### src/rtl/regfile_wb_sched.sv
// regfile_wb_sched: write-port arbiter for the 32x32 register file.
// The in-order pipe writeback has priority over the port. Long-latency results
// wait in a 2-entry FIFO. A scoreboard tracks registers that still have a
// long-latency result in flight and stalls issue on hazards against them.
// A starvation counter asks upstream for a bubble when the FIFO is blocked too long.
module regfile_wb_sched #(
   parameter int unsigned STARVE_MAX = 4
) (
   input  logic        clk,
   input  logic        rstn,
   input  logic        pipe_we_i,
   input  logic [4:0]  pipe_waddr_i,
   input  logic [31:0] pipe_wdata_i,
   input  logic        lu_valid_i,
   output logic        lu_ready_o,
   input  logic [4:0]  lu_waddr_i,
   input  logic [31:0] lu_wdata_i,
   input  logic        iss_valid_i,
   input  logic [4:0]  iss_waddr_i,
   input  logic [4:0]  iss_rs1_i,
   input  logic [4:0]  iss_rs2_i,
   input  logic [4:0]  iss_rd_i,
   output logic        iss_stall_o,
   output logic        drain_req_o,
   output logic        rf_we_o,
   output logic [4:0]  rf_waddr_o,
   output logic [31:0] rf_wdata_o
);

   logic             pipe_eff;
   logic             fifo_ne;
   logic             pop;
   logic             push;
   logic [1:0]       count_q, count_d;
   logic             wr_ptr_q, rd_ptr_q;
   logic [1:0][4:0]  addr_q;
   logic [1:0][31:0] data_q;
   logic [31:0]      busy_q, busy_d;
   logic [3:0]       starve_q, starve_d;
   logic             drain_q, drain_d;

   // Writes to x0 are dropped entirely, so they never claim the port.
   assign pipe_eff    = pipe_we_i & (pipe_waddr_i != 5'd0);
   assign fifo_ne     = (count_q != 2'd0);
   assign pop         = fifo_ne & ~pipe_eff;
   // Ready comes only from the registered count; a pop does not free a full FIFO this cycle.
   assign lu_ready_o  = (count_q != 2'd2);
   assign push        = lu_valid_i & lu_ready_o & (lu_waddr_i != 5'd0);
   assign iss_stall_o = busy_q[iss_rs1_i] | busy_q[iss_rs2_i] | busy_q[iss_rd_i];
   assign drain_req_o = drain_q;

   // Port mux: pipe first, then FIFO head; write enable held off during reset.
   always_comb begin
      rf_we_o    = rstn & (pipe_eff | fifo_ne);
      rf_waddr_o = pipe_eff ? pipe_waddr_i : addr_q[rd_ptr_q];
      rf_wdata_o = pipe_eff ? pipe_wdata_i : data_q[rd_ptr_q];
   end

   // Next occupancy, busy bits and starvation tracking.
   always_comb begin
      count_d = count_q;
      case ({push, pop})
         2'b10:   count_d = count_q + 2'd1;
         2'b01:   count_d = count_q - 2'd1;
         default: count_d = count_q;
      endcase

      busy_d = busy_q;
      if (pop)
         busy_d[addr_q[rd_ptr_q]] = 1'b0;
      // A new issue to the same register outranks the clear from the pop.
      if (iss_valid_i && (iss_waddr_i != 5'd0))
         busy_d[iss_waddr_i] = 1'b1;
      busy_d[0] = 1'b0;

      starve_d = starve_q;
      drain_d  = drain_q;
      if (!fifo_ne || pop) begin
         starve_d = 4'd0;
         drain_d  = 1'b0;
      end else begin
         // Here the FIFO is non-empty and the pipe holds the port.
         if (starve_q >= 4'(STARVE_MAX - 1))
            drain_d = 1'b1;
         if (starve_q < 4'(STARVE_MAX))
            starve_d = starve_q + 4'd1;
      end
   end

   // State registers; reset discards queued results and busy bits.
   always_ff @(posedge clk or negedge rstn) begin
      if (!rstn) begin
         count_q  <= 2'd0;
         wr_ptr_q <= 1'b0;
         rd_ptr_q <= 1'b0;
         addr_q   <= '0;
         data_q   <= '0;
         busy_q   <= '0;
         starve_q <= 4'd0;
         drain_q  <= 1'b0;
      end else begin
         count_q  <= count_d;
         busy_q   <= busy_d;
         starve_q <= starve_d;
         drain_q  <= drain_d;
         if (push) begin
            addr_q[wr_ptr_q] <= lu_waddr_i;
            data_q[wr_ptr_q] <= lu_wdata_i;
            wr_ptr_q         <= ~wr_ptr_q;
         end
         if (pop)
            rd_ptr_q <= ~rd_ptr_q;
      end
   end

endmodule

### config.mk
export PLATFORM = sky130hd
export DESIGN_NAME = regfile_wb_sched
export DESIGN_NICKNAME = d
export VERILOG_FILES = /design/src/rtl/regfile_wb_sched.sv
export SDC_FILE = /design/constraint.sdc
export NUM_CORES = 1
export LEC_CHECK = 0
export ABC_AREA = 1
export CORE_MARGIN = 3
export CORE_UTILIZATION = 35
export CTS_BUF_LIST = sky130_fd_sc_hd__clkbuf_4 sky130_fd_sc_hd__clkbuf_8
export CTS_CLUSTER_DIAMETER = 30
export DETAILED_ROUTE_END_ITERATION = 6
export MAX_ROUTING_LAYER = met4
export PLACE_DENSITY_LB_ADDON = 0.2
export SLEW_MARGIN = 5
export SYNTH_ARGS = -nofsm -noshare
export SYNTH_HDL_FRONTEND = slang
export SYNTH_SLANG_ARGS = --single-unit
### constraint.sdc
create_clock -name clk -period 1.9 [get_ports clk]
set_input_delay 0.38 -clock clk [delete_from_list [all_inputs] [get_ports clk]]
set_output_delay 0.38 -clock clk [all_outputs]
set_load 0.01 [all_outputs]
; After elaboration in Yosys (flattened, before gate mapping)
; Cells that the tools add are included.
; Widths: inputs -> output; s select.
[op_classes]
addsub = 3
order_cmp = 12
n_eq_ne = 3
n_mux = 29
bitwise = 14
n_reduce_logical = 13
[op_table]
columns = cell, count
row1 = $mux 32, 6
row2 = $bwmux 64, 1
row3 = $and 32x32->32, 1
row4 = $demux 32 s1, 1
row5 = $not 32->32, 1
row6 = $or 32x32->32, 1
row7 = $lt 5x6->1 const B, 5
row8 = $mux 5, 4
row9 = $bmux 1 s5, 3
row10 = $reduce_bool 5->1, 3
row11 = $bwmux 10, 1
row12 = $demux 1 s5, 2
row13 = $ge 5x1->1 const B, 2
row14 = $mux 4, 2
row15 = $reduce_bool 2->1, 4
row16 = $mux 1, 7
row17 = $and 1x1->1, 5
row18 = $demux 5 s1, 1
row19 = $add 4x1->4 const B, 1
row20 = $ge 4x2->1 const B, 1
row21 = $logic_and 1x1->1, 4
row22 = $lt 1x2->1 const B, 2
row23 = $lt 4x3->1 const B, 1
row24 = $pmux 2 s2, 1
row25 = 10 further kinds, 14
[word_totals]
regBits = 114
in_bits = 99
output_inout_bits = 41
wordCells = 84

; Logic depth before layout (Yosys ltp)
; Gate-level depths: netlist (run 1).
[logic_depth]
depth_word = 11
mapped_depth = 11
depth_no_buf = 9

; Worst setup path before layout (run 1)
; No wires, ideal clock.
[synth_path]
kind = input to output
startpoint = in pipe_waddr_i[3]
endpoint = out rf_wdata_o[0]
arrival_time_ns = 1.345
required_ns = 1.520
path_slack_ns = 0.175
cell_stages = 7
cell_sequence = nor2_1 nand4_1 nand2_1 clkbuf_1 buf_2 nor2_1 a31oi_1
[synth_between]
elab_chain_len = 3
[synth_lines]
columns = item, line
row1 = "start, declared", 12  ; input logic [4:0] pipe_waddr_i,
row2 = $reduce_bool 5->1, 43  ; assign pipe_eff = pipe_we_i & (pipe_waddr_i != 5'd0);
row3 = $and 1x1->1, 43
row4 = $mux 32, 56  ; rf_wdata_o = pipe_eff ? pipe_wdata_i : data_q[rd_ptr_q];
row5 = "end, declared", 27  ; output logic [31:0] rf_wdata_o
; No other way between the ends.

; Worst setup path after layout (run 1)
[layout_path]
startpoint = reg rd_ptr_q
endpoint = out rf_waddr_o[4]
[layout_between]
elab_chain_len = 3
[layout_lines]
columns = item, line
row1 = "start, declared", 35  ; logic wr_ptr_q, rd_ptr_q;
row2 = "start signal, assigned", 112  ; rd_ptr_q <= ~rd_ptr_q;
row3 = $mux 5 (not written as such) (2 in series), 55  ; rf_waddr_o = pipe_eff ? pipe_waddr_i : addr_q[rd_ptr_q];
row4 = $mux 5, 55
row5 = "end, declared", 26  ; output logic [4:0] rf_waddr_o,
; No other way between the ends. The select of a mux whose other input is x is not followed.

==> results of run 1 <==
==> registers in the layout (all words and copies together), names as in the netlist <==
register	count
rd_ptr_q	1
busy_q	31
wr_ptr_q	1
count_q	2
starve_q	4
addr_q	10
data_q	64
drain_req_o	1
==> power groups by stage <==
stage	clock [mW]	sequential (mW)	combinational, mW
finish	2.61	4.58	6.58
global placement	0	4.45	5.45
floorplan	0	4.16	3.29
CTS	2.66	4.46	5.74
global route	2.80	4.71	7.30
detailed placement	0	4.46	5.52
==> cell type report <==
type | count | area (um2) | area share [%]
Clock buffer | 18 | 248 | 2.60
Clock inverter | 14 | 211 | 2.22
Tap cell | 225 | 282 | 2.96
Inverter | 97 | 369 | 3.88
Timing Repair Buffer | 236 | 2360 | 24.7
Multi-Input combinational cell | 633 | 3200 | 33.6
Sequential cell | 114 | 2860 | 30.0
==> placed cells by master (no fill, tap or decap), types with 19 or more instances in the layout <==
master / synthesis / layout
a31oi_1: 33 / 32
buf_12: 0 / 22
buf_2: 12 / 40
buf_4: 0 / 61
clkdlybuf4s50_1: 0 / 83
dfrtp_1: 114 / 109
inv_1: 92 / 76
inv_2: 5 / 20
nand2_1: 282 / 251
nand2_2: 0 / 19
nand3_1: 92 / 85
nor2_1: 57 / 52
o21ai_0: 95 / 78
o21ai_1: 21 / 36
o21ai_2: 24 / 25
==> per-layer routing <==
metal  global-route usage (%)  vias to the layer above  share of wire (%)
met2                     32.7                      197                 47
met4                     4.33                        0                1.1
li1                         -                     3310                  -
met1                     28.6                     3092                 46
met5                        -                        -                  0
met3                     5.12                       19                6.5
==> worst max-delay path, stage by stage, from the launching register on <==
cell	delay, ns
dfrtp_2	0.43
clkinv_4	0.13
or2_4	0.28
o21ai_4	0.07
inv_2	0.07
nand2_1	0.05
o21ai_1	0.05
buf_2	0.15
==> how the worst min path moves through the flow <==
stage          depth (start not counted)                      to                  start  slack (ns)
2_1_floorplan                          0   addr_q[0]$_DFFE_PN0P_                   rstn        0.08
3_3_place_gp                           2   addr_q[6]$_DFFE_PN0P_  addr_q[6]$_DFFE_PN0P_        0.46
3_5_place_dp                           2   addr_q[5]$_DFFE_PN0P_  addr_q[5]$_DFFE_PN0P_        0.47
4_1_cts                                2  data_q[46]$_DFFE_PN0P_                   rstn        0.10
5_1_grt                                2  data_q[44]$_DFFE_PN0P_                   rstn        0.09
6_report                               2  data_q[15]$_DFFE_PN0P_                   rstn        0.05
==> metrics by stage <==
step                area, um2  setup slack, ns  cells
floorplan                6380            0.175    887
global placement         8500           -0.789   1270
detailed placement       8500           -0.793   1270
CTS                      9160           -0.111   1325
global route             9520           -0.217   1337
finish                   9520           -0.126   1337
==> cells by family after synthesis <==
group                    count (synthesis)  synth area share [%]
AO/OA/AOI/OAI                          182                  16.6
XOR/XNOR                                 4                 0.549
adder cells (fa/ha/maj)                  2                 0.392
buffers and inverters                  140                  9.19
flip-flops                             114                  44.7
AND/OR/NAND/NOR                        445                  28.6
==> timing repair <==
action	4_1_cts	5_1_grt
pin swaps	28	28
hold buffers	0	0
gates cloned	7	3
setup endpoints to repair	60	61
resized for setup	252	75
setup buffers	16	12
==> key figures, run 1 <==
Timing
  • Fmax: roughly 490 MHz
  • Final period util: 107%
  • Tmin final: around 2.0 ns
  • Slew @ Worst Pin: 0.621 ns
  • Hold slack: 0.0546 ns
  • RSZ-0062 raised after global routing: yes
  • Final worst slack: -0.126 ns
  • Final Setup Violations: 35
  • Max Clock Skew: 0.00763 ns
  • Max-slew violations: 0
  • Final Hold Fails: 0
  • Relative slew slack: about three fifths
  • Setup_tns: -1.58 ns

Detailed routing
  • Total wire length: around 20000 um
  • DRT Pass-1 Iters: 5
  • Vias per inst: 4.95
  • Vias: ~6600
  • Drt wl/cell: 15.4 um
  • Drt drc: 0
  • Final ANT Viol Nets: 0
  • Initial DRC count: between 400 and 500

Yosys
  • Post-synth EDFFs: 0
  • Syn_nets: 988
  • Post-synthesis sequential area ratio: about 45%
  • Syn_area_per_cell: 7.20 um2
  • Async SR Flop Fraction: 100%
  • Synth cell types: 30
  • Mapped Cells: a little under 900
  • Area leader, netlist: dfrtp_1
  • Mapped Area: 6380 um2
  • Synth top area cells: dfrtp_1, nand2_1, o21ai_0
  • Synth cell count leaders: nand2_1, dfrtp_1, o21ai_0
  • Primary FF master, synth: dfrtp_1
  • Most numerous cell in the Yosys netlist: nand2_1
  • Yosys warnings: 0
  • #FFs+latches synth: 114
  • Yosys top cell area share: 44.7%

Worst setup path
  • Worst R2R Path Depth: 10
  • CP Launch Point: rd_ptr_q$_DFFE_PN0N_
  • Reg-to-reg startpoint: rd_ptr_q$_DFFE_PN0N_
  • Critical path class: reg -> out
  • Internal reg-to-reg setup slack: 0.02 ns
  • CP arrival: 1.65 ns
  • Worst setup SP type: flip-flop
  • WP data required: between 1.5 and 2 ns
  • Crit Reg-Reg Endpoint: busy_q[4]$_DFF_PN0_
  • CP endpoint: rf_waddr_o[4]
  • CP max FO: 8
  • Critical Path Sink Type: output port

Clock tree
  • CTS tree: done
  • H-tree levels: 4
  • Skew-Pair Late Insertion Delay: 0.43 ns
  • Inserted Clock Buffers: 17
  • CTS clk-pin slew, worst paths: roughly 0.07 ns
  • Root Driver: clkbuf_8
  • Clock sink total: ~110
  • Buffer levels on the longest clock path: 2

Power and ir drop
  • Sequential share of power: roughly a third
  • Total design power: about 14 mW
  • Switching Share: 40.1%
  • Logic pwr share: a little under half
  • Maximum VDD drop: around 0.66 mV
  • Clk pwr share: a little under a fifth
  • Internal power: between 8 and 9 mW
  • P_sw: around 5.5 mW
  • PD cells: 1450 nW/um2
  • Lkg Pwr: about 4.6 nW

Hold path
  • Worst min path class: in -> async

Global routing
  • Antenna violations before repair: 0
  • Overall Global Routing Usage: 21.2%
  • Vias in the first global route: roughly 6400
  • First-pass GRT wire length: 32700 um
  • Largest net degree at the start of global routing: between 100 and 150
  • Total gr overflow: 0

Floorplan
  • Initial cell density of the core: 36.3%
  • Core footprint: roughly 18000 um2
  • Row cnt: 48
  • Io pins: 140
  • Die span in y: 141 um
  • DIE WIDTH: between 100 and 150 um
  • Die area: 19900 um2

Outcome
  • Status: finished, violations left
  • Failing checks: negative setup slack

Layout
  • Fin util: a little over half
  • Final #Nets: 1200
  • Area grow syn2layout: 49.1%
  • Fill cell count: 1682
  • Fraction of layout instances using a drive strength above 1: 24.7%
  • N_diodes: 0

Placement
  • Global placer's final weighted congestion: about 0.9
  • HPWL after DPL: about 14000 um
  • Number of I/O port buffers: 139

Job
  • Max_cap viols: 0
Power figures use the tool's default switching activity.
==> run 2: changes to the inputs <==
--- a/config.mk
+++ b/config.mk
@@ -6,11 +6,12 @@
 export NUM_CORES = 1
 export LEC_CHECK = 0
 export ABC_AREA = 1
-export CORE_MARGIN = 3
+export CORE_MARGIN = 2
 export CORE_UTILIZATION = 35
 export CTS_BUF_LIST = sky130_fd_sc_hd__clkbuf_4 sky130_fd_sc_hd__clkbuf_8
 export CTS_CLUSTER_DIAMETER = 30
 export DETAILED_ROUTE_END_ITERATION = 6
+export DONT_BUFFER_PORTS = 1
 export MAX_ROUTING_LAYER = met4
 export PLACE_DENSITY_LB_ADDON = 0.2
 export SLEW_MARGIN = 5
==> constraint.sdc (replaced) <==
create_clock -name clk -period 2.25 [get_ports clk]
set_input_delay 0.45 -clock clk [delete_from_list [all_inputs] [get_ports clk]]
set_output_delay 0.45 -clock clk [all_outputs]
set_load 0.01 [all_outputs]
==> run 2 against run 1 <==
- the run ends with negative hold slack left
- combinational power shrank 47%
- clock skew up 0.0013 ns
- non-clock buffer count decreased by 226
- largest power group is now sequential cells
- sequential share of layout area rose by 11 points
==> key figures, run 2 (same netlist as run 1, synthesis figures left out) <==
Worst setup path
  • CP max FO: 20
  • WP buf/inv: 2
  • Slowest Stage Delay on Critical Path: about 0.42 ns
  • Critical path class: reg -> out
  • Worst path top cell family by delay: buffers and inverters
  • CP arrival: roughly 1.7 ns
  • Critical Path Sink Type: output port
  • Worst setup SP type: flip-flop
  • Critical path's slowest cell: dfrtp_2
  • WP data required: about 1.8 ns
  • CP Cell Sequence: buf_8 > buf_6 > nand2_1 > a31oi_1

Timing
  • Tmin final: about 2.1 ns
  • Final period util: between 90% and 100%
  • Slew @ Worst Pin: between 0.5 and 0.6 ns
  • Relative slew slack: 62.2%
  • Final Hold Fails: 114
  • Hold slack: -0.288 ns
  • Max Clock Skew: around 0.0089 ns
  • RSZ-0062 raised after global routing: no
  • Max-slew violations: 0
  • Setup_tns: 0 ns
  • Fmax: 466 MHz
  • Final worst slack: roughly 0.11 ns
  • Final Setup Violations: 0

Layout
  • Commonest non-fill, non-tap cells in the layout: nand2_1, dfrtp_1, o21ai_0, inv_1, nand3_1
  • Area grow syn2layout: 9.39%
  • Reg with most FFs: data_q
  • Most common cell after layout, fill and taps aside: nand2_1
  • Fill cell count: around 1900
  • Finished Layout Cells: 1115
  • Fraction of layout instances using a drive strength above 1: under 10%
  • Max reg flops: 64
  • Final #Nets: ~970
  • Largest regs: data_q: 64 flops, busy_q: 31 flops, addr_q: 10 flops
  • Design area: around 7000 um2

Detailed routing
  • Drt wl/cell: ~16 um
  • DRT Pass-1 Iters: 7
  • Vias per inst: between 5 and 6
  • Initial DRC count: approximately 440
  • Vias: about 5700
  • Total wire length: around 18000 um
  • Final ANT Viol Nets: 0
  • Drt drc: 0

Global routing
  • Overall Global Routing Usage: a little under a fifth
  • First-pass GRT wire length: 28700 um
  • Largest net degree at the start of global routing: around 120
  • Vias in the first global route: 5377
  • Antenna violations before repair: 1
  • Total gr overflow: 0

Floorplan
  • Die span in y: between 100 and 150 um
  • Row cnt: between 40 and 50
  • DIE WIDTH: 139 um
  • Io pins: 140
  • Core footprint: 17900 um2
  • Initial cell density of the core: a little over a third
  • Die area: around 19000 um2

Placement
  • Setup WS pre-CTS: 0.215 ns
  • Number of I/O port buffers: 0
  • DP Area: around 6600 um2
  • DP Cell Count: roughly 1100
  • HPWL after DPL: roughly 13000 um
  • Global placer's final weighted congestion: 0.872

Job
  • Max_cap viols: 0

Clock tree
  • Clock sink total: roughly 110
  • Root Driver: clkbuf_8
  • Skew-Pair Late Insertion Delay: around 0.43 ns
  • H-tree levels: 4
  • CTS tree: done
  • Inserted Clock Buffers: 17
  • Buffer levels on the longest clock path: 2
  • Setup Buffers After CTS: 0
  • CTS clk-pin slew, worst paths: about 0.070 ns

Power and ir drop
  • Maximum VDD drop: around 0.55 mV
  • PD cells: ~1300 nW/um2
  • Lkg Pwr: 3.36 nW

Outcome
  • Failing checks: negative hold slack
  • Status: finished, violations left

Hold path
  • Worst min path class: in -> async
-- run 2: cell types whose count changed in the layout (fill, tap and decap cells not counted), sizes merged --
cell	previous run	this run
buf	138	10
diode	0	1
clkbuf	22	23
clkinvlp	5	2
bufinv	5	1
inv	96	97
clkdlybuf4s50	83	0
dlygate4sd2	11	0
-- run 2: worst paths after layout --
path / startpoint / end / slack (ns) / cells after the start
setup / recovery: rd_ptr_q$_DFFE_PN0N_ / rf_wdata_o[10] / 0.11 / 4
hold / removal: rstn / data_q[17]$_DFFE_PN0P_ / -0.29 / 0
setup reg to reg: count_q[1]$_DFFE_PN0P_ / count_q[1]$_DFFE_PN0P_ / 0.38 / 6
hold reg to reg: addr_q[9]$_DFFE_PN0P_ / addr_q[9]$_DFFE_PN0P_ / 0.48 / 2
max in group asynchronous: rstn / busy_q[19]$_DFF_PN0_ / 2.38 / 0
min in group clk: lu_wdata_i[23] / data_q[23]$_DFFE_PN0P_ / 0.16 / 2
-- run 2: cell type report --
class | instances | area, um2 | share of cell area [%]
repair buffers | 10 | 128 | 1.83
clock inverters | 8 | 77.6 | 1.11
clock buffers | 23 | 310 | 4.44
multi-input cells | 633 | 2960 | 42.3
flip-flops and latches | 114 | 2850 | 40.9
well taps | 229 | 287 | 4.10
diodes | 1 | 2.50 | 0.0358
inverters | 97 | 369 | 5.29
-- run 2: metrics by stage --
step                      utilization [%]  total power, mW
after floorplan                         -             6.29
after global placement               36.7             7.20
after detailed placement             36.7             7.25
after CTS                            38.9             9.19
after global routing                 39.0             9.91
final                                39.0             9.13
-- run 2: layer usage --
layer	GRT usage, %	wire [um]
met3	5.08	1180
met5	-	0
met1	26.1	8450
met4	4.47	124
met2	28.6	8220
-- run 2: what timing repair did --
item,in CTS,in global routing
pin swaps,0,0
gates resized for setup,6,5
endpoints found under the hold margin,114,114
setup endpoints to repair,21,16
-- run 2: power breakdown --
| group | leakage (nW) | switching (mW) | total, mW | internal (mW) |
|---|---|---|---|---|
| sequential | 1.41 | 0.754 | 3.77 | 3.01 |
| combinational | 1.75 | 2.28 | 3.51 | 1.23 |
| clock | 0.197 | 0.833 | 1.86 | 1.02 |
| total | 3.36 | 3.86 | 9.13 | 5.27 |
==> run 3: changes to the inputs <==
--- a/config.mk
+++ b/config.mk
@@ -6,14 +6,16 @@
 export NUM_CORES = 1
 export LEC_CHECK = 0
 export ABC_AREA = 1
+export CELL_PAD_IN_SITES_DETAIL_PLACEMENT = 1
+export CELL_PAD_IN_SITES_GLOBAL_PLACEMENT = 1
 export CORE_MARGIN = 2
 export CORE_UTILIZATION = 35
 export CTS_BUF_LIST = sky130_fd_sc_hd__clkbuf_4 sky130_fd_sc_hd__clkbuf_8
 export CTS_CLUSTER_DIAMETER = 30
 export DETAILED_ROUTE_END_ITERATION = 6
-export DONT_BUFFER_PORTS = 1
 export MAX_ROUTING_LAYER = met4
 export PLACE_DENSITY_LB_ADDON = 0.2
+export SETUP_SLACK_MARGIN = 0.5
 export SLEW_MARGIN = 5
 export SYNTH_ARGS = -nofsm -noshare
 export SYNTH_HDL_FRONTEND = slang
==> run 3 against run 2 <==
- wire length grew 48%
- die area is the same
- non-clock buffer count grew 220
- via count grew 22%
- sequential share of layout area shrank 12 points
- fmax shrank 3.0%
- the flow now finishes without violations
- first-iteration DRC count shrank 15%
- worst hold slack gained 0.46 ns
- sequential power grew 7.2%
- flip-flop and latch count is the same
- core utilization grew 17 points
==> key figures, run 3 (same netlist as run 1, synthesis figures left out) <==
Outcome
  • Status: finished, final reports clean

Timing
  • Max Clock Skew: roughly 0.01 ns
  • Relative slew slack: 48.1%
  • Final period util: approximately 98%
  • Final Setup Violations: 0
  • Hold slack: around 0.17 ns
  • Final Hold Fails: 0
  • Fmax: 452 MHz
  • Slew @ Worst Pin: 0.778 ns
  • RSZ-0062 raised after global routing: yes
  • Final worst slack: just under 0.04 ns
  • Tmin final: roughly 2.2 ns
  • Max-slew violations: 0

Placement
  • DP Area: just over 8000 um2
  • Setup WS pre-CTS: -0.667 ns
  • Number of I/O port buffers: about 140
  • HPWL after DPL: about 15000 um
  • Global placer's final weighted congestion: 0.914

Layout
  • Area grow syn2layout: 56.7%
  • Most common cell after layout, fill and taps aside: nand2_1
  • N_diodes: 0
  • Design area: approximately 10000 um2
  • Fin util: a little under three fifths
  • Max reg flops: 64
  • Final #Nets: ~1200
  • Largest regs: data_q: 64 flops, busy_q: 31 flops, addr_q: 10 flops
  • Reg with most FFs: data_q
  • Commonest non-fill, non-tap cells in the layout: nand2_1, dfrtp_1, clkdlybuf4s50_1, inv_1, nand3_1
  • Fraction of layout instances using a drive strength above 1: between 30% and 40%

Clock tree
  • CTS tree: done
  • Root Driver: clkbuf_8
  • Buffer levels on the longest clock path: 2
  • CTS clk-pin slew, worst paths: 0.08 ns
  • Clock sink total: between 100 and 150
  • Skew-Pair Late Insertion Delay: about 0.45 ns
  • H-tree levels: 4
  • Inserted Clock Buffers: 17

Global routing
  • Vias in the first global route: about 7300
  • Overall Global Routing Usage: between 20% and 30%
  • Largest net degree at the start of global routing: 75
  • Total gr overflow: 0
  • Antenna violations before repair: 0
  • First-pass GRT wire length: roughly 40000 um

Job
  • Max_cap viols: 0

Worst setup path
  • Internal reg-to-reg setup slack: roughly 0.09 ns
  • Crit Reg-Reg Endpoint: busy_q[27]$_DFF_PN0_
  • Reg-to-reg startpoint: rd_ptr_q$_DFFE_PN0N_
  • Worst R2R Path Depth: 9
  • CP arrival: between 1.5 and 2 ns
  • CP max FO: 8
  • Worst setup SP type: input pin
  • Critical path class: in -> out
  • WP data required: ~1.8 ns
  • Critical Path Sink Type: output port

Floorplan
  • Core footprint: between 15000 and 20000 um2
  • Die span in y: about 140 um
  • Io pins: 140
  • DIE WIDTH: ~140 um
  • Die area: about 19000 um2
  • Row cnt: 49
  • Initial cell density of the core: 35.7%

Power and ir drop
  • Maximum VDD drop: roughly 0.50 mV
  • Lkg Pwr: 4.58 nW
  • PD cells: between 1000 and 1500 nW/um2

Detailed routing
  • Vias: ~7000
  • DRT Pass-1 Iters: 5
  • Final ANT Viol Nets: 0
  • Drt wl/cell: about 20 um
  • Total wire length: 26700 um
  • Drt drc: 0
  • Vias per inst: 5.25
  • Initial DRC count: 379

Hold path
  • Worst min path class: in -> async
-- run 3: cell count changes in the layout (fill, tap and decap cells not counted), sizes merged, moves of 3 or more --
cell	delta
buf	+123
bufinv	+3
clkdlybuf4s15	+3
clkdlybuf4s50	+82
dlygate4sd2	+8
-- run 3: through the flow --
step,TNS [ns],total power [mW],std cells
after floorplan,0,6.32,887
after global placement,-31.85,8.17,1252
after detailed placement,-33.33,8.34,1252
after CTS,0,11.2,1324
after global routing,-0.126,13.1,1333
final,0,12.4,1333
-- run 3: critical path: stages --
cell and delay (ns):
buf_8 0.10, nor2_4 0.12, buf_6 0.10, nand4_1 0.12, nand2_4 0.12, buf_12 0.12
buf_12 0.12, buf_6 0.10, buf_16 0.15, a31oi_4 0.10, buf_6 0.14
-- run 3: cell type report --
cell class                 instances  area [um2]
fill                            2145        7900
multi-input combinational        633        3670
sequential                       114        2870
timing repair buffer             230        2360
inverter                          97         378
tap                              229         287
clock buffer                      21         283
clock inverter                     9         154
-- run 3: worst max path at each step --
| stage | from | end | slack [ns] |
|---|---|---|---|
| 3_5_place_dp | pipe_waddr_i[3] | rf_wdata_o[31] | -0.67 |
| 2_1_floorplan | pipe_waddr_i[3] | rf_wdata_o[12] | 0.49 |
| 4_1_cts | pipe_waddr_i[2] | rf_wdata_o[1] | 0.08 |
| 6_report | pipe_waddr_i[3] | rf_wdata_o[15] | 0.04 |
| 5_1_grt | pipe_waddr_i[3] | rf_wdata_o[3] | -0.02 |
| 3_3_place_gp | pipe_waddr_i[3] | rf_wdata_o[19] | -0.66 |
-- run 3: where the power goes --
| group | internal (mW) | leakage (nW) | switching [mW] |
|---|---|---|---|
| combinational | 2.61 | 2.97 | 3.53 |
| clock | 1.30 | 0.218 | 0.917 |
| sequential | 3.04 | 1.39 | 0.998 |
| total | 6.94 | 4.58 | 5.44 |
-- run 3: routing by layer --
| metal | vias to the layer above | wire [um] | global-route usage, % |
|---|---|---|---|
| met5 | - | 0 | - |
| met4 | 0 | 579 | 6.59 |
| met3 | 45 | 1020 | 5.11 |
| met2 | 199 | 13600 | 43.5 |
| met1 | 3449 | 11400 | 33.9 |
| li1 | 3301 | - | - |
-- run 3: what timing repair did --
action | CTS | global route
endpoints found under the setup margin | 75 | 109
pin swaps | 25 | 28
buffers inserted | 34 | 9
hold endpoints to repair | 0 | 0
hold buffers | 0 | 0
cloned | 8 | 0
gates resized for setup | 319 | 133
